===== config.mk =====
export PLATFORM = sky130hd
export DESIGN_NAME = fft_cmult_stream
export DESIGN_NICKNAME = d
export VERILOG_FILES = /design/src/rtl/fft_cmult_stream.sv
export SDC_FILE = /design/constraint.sdc
export NUM_CORES = 2
export LEC_CHECK = 0
export CAP_MARGIN = 5
export CORE_ASPECT_RATIO = 0.6
export CORE_UTILIZATION = 40
export CTS_CLUSTER_DIAMETER = 40
export DETAILED_ROUTE_END_ITERATION = 7
export PLACE_DENSITY_LB_ADDON = 0.05
export SKIP_CTS_REPAIR_TIMING = 1
export SYNTH_ARGS = -nofsm -noshare
export SYNTH_HDL_FRONTEND = slang
export SYNTH_SLANG_ARGS = --single-unit

===== constraint.sdc =====
create_clock -name clk -period 16.25 [get_ports clk]
set_clock_uncertainty 0.1 [all_clocks]
set_input_delay 4.0625 -clock clk [delete_from_list [all_inputs] [get_ports clk]]
set_output_delay 4.0625 -clock clk [all_outputs]
set_load 0.005 [all_outputs]

===== src/rtl/fft_cmult_stream.sv =====
// Streaming complex multiplier for the FFT twiddle path: 4-stage valid/ready pipeline with
// per-sample conjugate, runtime round-half-up shift, saturation and tag pass-through.
module fft_cmult_stream #(
   parameter int unsigned IN_W  = 16,
   parameter int unsigned OUT_W = 16,
   parameter int unsigned TAG_W = 8,
   parameter int unsigned SH_W  = $clog2(2*IN_W+2)
) (
   input  logic                    clk,
   input  logic                    rst,
   input  logic                    in_valid,
   output logic                    in_ready,
   input  logic signed [IN_W-1:0]  opa_r,
   input  logic signed [IN_W-1:0]  opa_i,
   input  logic signed [IN_W-1:0]  opb_r,
   input  logic signed [IN_W-1:0]  opb_i,
   input  logic                    conj,
   input  logic [SH_W-1:0]         shift,
   input  logic [TAG_W-1:0]        tag_in,
   output logic                    out_valid,
   input  logic                    out_ready,
   output logic signed [OUT_W-1:0] out_r,
   output logic signed [OUT_W-1:0] out_i,
   output logic [TAG_W-1:0]        tag_out,
   output logic                    sat_now,
   output logic                    sat_sticky,
   input  logic                    sat_clr
);

   localparam int unsigned PW = 2*IN_W;
   localparam int unsigned SW = PW + 1;
   // Working width for round/shift: never narrower than the output plus a sign guard bit.
   localparam int unsigned CW = (PW + 2 > OUT_W) ? PW + 2 : OUT_W + 1;

   function automatic logic signed [PW-1:0] smul(input logic signed [IN_W-1:0] a,
                                                 input logic signed [IN_W-1:0] b);
      smul = $signed({{IN_W{a[IN_W-1]}}, a}) * $signed({{IN_W{b[IN_W-1]}}, b});
   endfunction

   function automatic logic signed [SW-1:0] sext(input logic signed [PW-1:0] p);
      sext = $signed({p[PW-1], p});
   endfunction

   // Returns {clipped, value}.
   function automatic logic [OUT_W:0] rnd_sat(input logic signed [SW-1:0] x,
                                              input logic [SH_W-1:0]      sh);
      logic [SH_W-1:0]         s;
      logic signed [CW-1:0]    ext;
      logic signed [CW-1:0]    rnd;
      logic signed [CW-1:0]    res;
      logic [CW-OUT_W:0]       hi;
      s   = (int'(sh) > int'(PW)) ? SH_W'(PW) : sh;
      ext = $signed({{(CW-SW){x[SW-1]}}, x});
      rnd = (s != '0) ? $signed(CW'(1) << (s - SH_W'(1))) : '0;
      res = (ext + rnd) >>> s;
      hi  = res[CW-1:OUT_W-1];
      if (&hi || !(|hi)) begin
         rnd_sat = {1'b0, res[OUT_W-1:0]};
      end else begin
         rnd_sat = {1'b1, res[CW-1], {(OUT_W-1){~res[CW-1]}}};
      end
   endfunction

   logic en;
   assign en       = !out_valid || out_ready;
   assign in_ready = en;

   logic                   v1, v2, v3;
   logic signed [IN_W-1:0] a_r1, a_i1, b_r1, b_i1;
   logic                   conj1, conj2;
   logic [SH_W-1:0]        sh1, sh2, sh3;
   logic [TAG_W-1:0]       tag1, tag2, tag3;
   logic signed [PW-1:0]   p_rr, p_ii, p_ir, p_ri;
   logic signed [SW-1:0]   sum_r3, sum_i3;
   logic [OUT_W:0]         res_r, res_i;

   always_comb begin
      res_r = rnd_sat(sum_r3, sh3);
      res_i = rnd_sat(sum_i3, sh3);
   end

   // Datapath registers need no reset: their contents are qualified by the valid bits.
   always_ff @(posedge clk) begin
      if (en) begin
         a_r1  <= opa_r;
         a_i1  <= opa_i;
         b_r1  <= opb_r;
         b_i1  <= opb_i;
         conj1 <= conj;
         sh1   <= shift;
         tag1  <= tag_in;

         p_rr  <= smul(a_r1, b_r1);
         p_ii  <= smul(a_i1, b_i1);
         p_ir  <= smul(a_i1, b_r1);
         p_ri  <= smul(a_r1, b_i1);
         conj2 <= conj1;
         sh2   <= sh1;
         tag2  <= tag1;

         sum_r3 <= conj2 ? sext(p_rr) + sext(p_ii) : sext(p_rr) - sext(p_ii);
         sum_i3 <= conj2 ? sext(p_ir) - sext(p_ri) : sext(p_ir) + sext(p_ri);
         sh3    <= sh2;
         tag3   <= tag2;
      end
   end

   always_ff @(posedge clk or posedge rst) begin
      if (rst) begin
         v1        <= 1'b0;
         v2        <= 1'b0;
         v3        <= 1'b0;
         out_valid <= 1'b0;
         sat_now   <= 1'b0;
         out_r     <= '0;
         out_i     <= '0;
         tag_out   <= '0;
      end else if (en) begin
         v1        <= in_valid;
         v2        <= v1;
         v3        <= v2;
         out_valid <= v3;
         sat_now   <= v3 && (res_r[OUT_W] || res_i[OUT_W]);
         if (v3) begin
            out_r   <= res_r[OUT_W-1:0];
            out_i   <= res_i[OUT_W-1:0];
            tag_out <= tag3;
         end
      end
   end

   // A clipped sample leaving the block outranks a simultaneous clear.
   always_ff @(posedge clk or posedge rst) begin
      if (rst) begin
         sat_sticky <= 1'b0;
      end else if (out_valid && out_ready && sat_now) begin
         sat_sticky <= 1'b1;
      end else if (sat_clr) begin
         sat_sticky <= 1'b0;
      end
   end

endmodule


==> results.cfg <==
[outcome]
status = complete, no violations

[detailed_routing]
routed_wl_um = 213100
vias = 49055
via_per_inst = 5.403
drt_iter0_drc = 4865
drt-pass1-iter-count = 6
drtAntennaViolNets = 0
drc = 0
routedWlPerCell_um = 23.47

[critical_path]
worstPathBufferInverterCount = 3
crit_top_cell = nand3_1
cp_slowest_cell = nor3_1
path_cells = buf_4, clkinv_1, buf_4, nand2_2, nand2_1, nor3_1, ha_1, nand3_1, a2111oi_2, o211ai_1, a211oi_2, o21ai_1, nand3_1, nand3_1, mux4_2, mux2_2, a221o_1, nand4bb_1, o41ai_2, o211ai_1, nand2b_1, o221a_2
required_ns = 16.70
rr_endpoint = out_i[12]
max_stage_delay_ns = 0.96
cp-end-kind = flop
reg2reg_depth = 22
start_kind = flop
r2r_slack_ns = 6.29
path_class = flop to flop
critPathTopFamily = simple AND/OR/NAND/NOR gates
crit_fanout = 44
crit_cells = 22
r2r_start = sh3[5]
cp.arrival_ns = 10.41

[die]
die_area_um2 = 160100
rows = 112
start_util_pct = 40.54
fp.coreArea_um2 = 156400
fp.dieH_um = 310.4
fp.dieW_um = 516.0
ios = 128

[grt]
grt_pass1_vias = 48754
grt_use_total_pct = 27.55
grt_pass1_wl_um = 325300
use_met2_pct = 31.16
met1_usage_pct = 47.83
antenna_found_initial = 3
met3_usage_pct = 8.636
grt_busiest_layer = met1
grt_max_degree = 135
grt_remaining_overflow = 0

[place]
place.port_buffers = 127
postPlaceCellArea_um2 = 67040
place_congestion = 0.9690
dp_hpwl_um = 166300

[yosys]
ys_ff_latch = 348
synth_area_leaders = fa_1, edfxtp_1, ha_1, inv_1, nand2_1
synth_xor_area_share_pct = 4.227
synth_seq_area_share_pct = 16.12
yosys.area_share.simple_pct = 16.18
synth_top_family_by_area = adder cells
syn_area_um2 = 63400
synth_top_area_cell = fa_1
ys_warn_count = 0
ys_types = 105
synth-compound-area-share_pct = 10.71
yosys_most_used_dff = edfxtp_1
avgSynthCellArea_um2 = 9.180
synthCells = 6906
synth_fa_ha_area_share_pct = 42.00
synth.area.mux_share_pct = 1.677
synth_edf_count = 302
synth_top_area_share_pct = 33.16
synthArstFlopShare_pct = 13.22

[sta]
slew_viol_final = 0
max_freq_mhz = 100.4
finalSetupTns_ns = 0
tightest_slew_ns = 1.297
period_share_pct = 61.28
finalSetupViolations = 0
post-route-min-period_ns = 9.959
slew_headroom_pct = 13.19
rsz0062_at_grt = false
final-hold-violation-count = 0

[cts]
clk_latency_ns = 0.69
cts_tree = yes
root_buffer = clkbuf_16
cts_buffers = 75
ctsLongestPathBuffers = 3
h-tree-depth = 3
path_clk_slew_ns = 0.06
clock-sinks = 348

[final_layout]
post-route-util_pct = 44.54
layout.nets = 8485
drive_above_1_share_pct = 5.225
final_cell_mix = inv_1, fa_1, nand2_1
final_common_cell = inv_1
area_delta_synth_final_pct = 9.860
stdcell_area_um2 = 69650

[hold_path]
holdCritPathClass = flop to flop
min_from = tag1[5]
hold_depth = 0
hold_end = tag2[5]

[job]
max_cap_violations = 0
## worst max path at each step
stage	end	startpoint	slack [ns]
3_5_place_dp	in_ready	out_ready	6.55
5_1_grt	out_i[12]	sh3[5]	5.88
6_report	out_i[12]	sh3[5]	6.29
2_1_floorplan	in_ready	out_ready	4.07
3_3_place_gp	in_ready	out_ready	6.56
4_1_cts	in_ready	out_ready	6.54
## per-stage QoR
stage,hold WS (ns),worst slack (ns),cells
2_1_floorplan,0.3003,4.072,6907
3_3_place_gp,0.3008,6.557,8936
3_5_place_dp,0.3045,6.552,8936
4_1_cts,0.3177,6.539,9074
5_1_grt,0.3209,5.878,9076
6_report,0.3140,6.291,9080
## cell families after synthesis
group / after synthesis
multiplexers: 94
flip-flops: 348
other: 1
buffers and inverters: 1524
AO/OA/AOI/OAI: 1002
XOR/XNOR: 306
adder cells (fa/ha/maj): 1499
AND/OR/NAND/NOR: 2132
## final cells by class
| type | count | area [um^2] |
|---|---|---|
| fill | 15474 | 86740 |
| multi-input combinational | 5035 | 47490 |
| sequential | 348 | 10220 |
| inverter | 1195 | 4486 |
| tap | 2109 | 2639 |
| timing repair buffer | 250 | 2220 |
| clock buffer | 81 | 1921 |
| clock inverter | 57 | 668.1 |
| antenna | 5 | 12.51 |
## flip-flops by register name (all words and copies together), names as in the netlist, 32 cells and up
register / cells
p_ii: 32
p_rr: 32
p_ir: 32
sum_r3: 33
sum_i3: 33
p_ri: 32
## cells in the mapped netlist (19+ instances only)
cell type,count
ha_1,446
or2_2,23
o211ai_1,34
dfrtp_1,46
and3_1,45
a21o_1,79
a21oi_1,260
buf_1,26
o21bai_1,31
nor4_1,19
nor2b_1,20
nand4_1,21
or3_1,22
nand2_1,836
nor3_1,134
edfxtp_1,302
nand3_1,97
a211oi_1,71
inv_1,1192
a31oi_1,54
nor2_1,335
clkbuf_1,289
o21a_1,47
o21ai_0,162
o22ai_1,21
mux2i_1,68
xor2_1,78
xnor2_1,228
and2_1,446
nand2b_1,89
fa_1,1050
## metal layers
layer | part of all wire, % | vias up | wire length, um
li1 | - | 22304 | -
met1 | 55 | 24613 | 116300
met2 | 32 | 2000 | 69170
met3 | 12 | 136 | 24730
met4 | 1.3 | 2 | 2856
met5 | 0.042 | - | 90
Power is not shown: default switching activity piles up to over one toggle a cycle in this logic, so the estimate is an artifact.
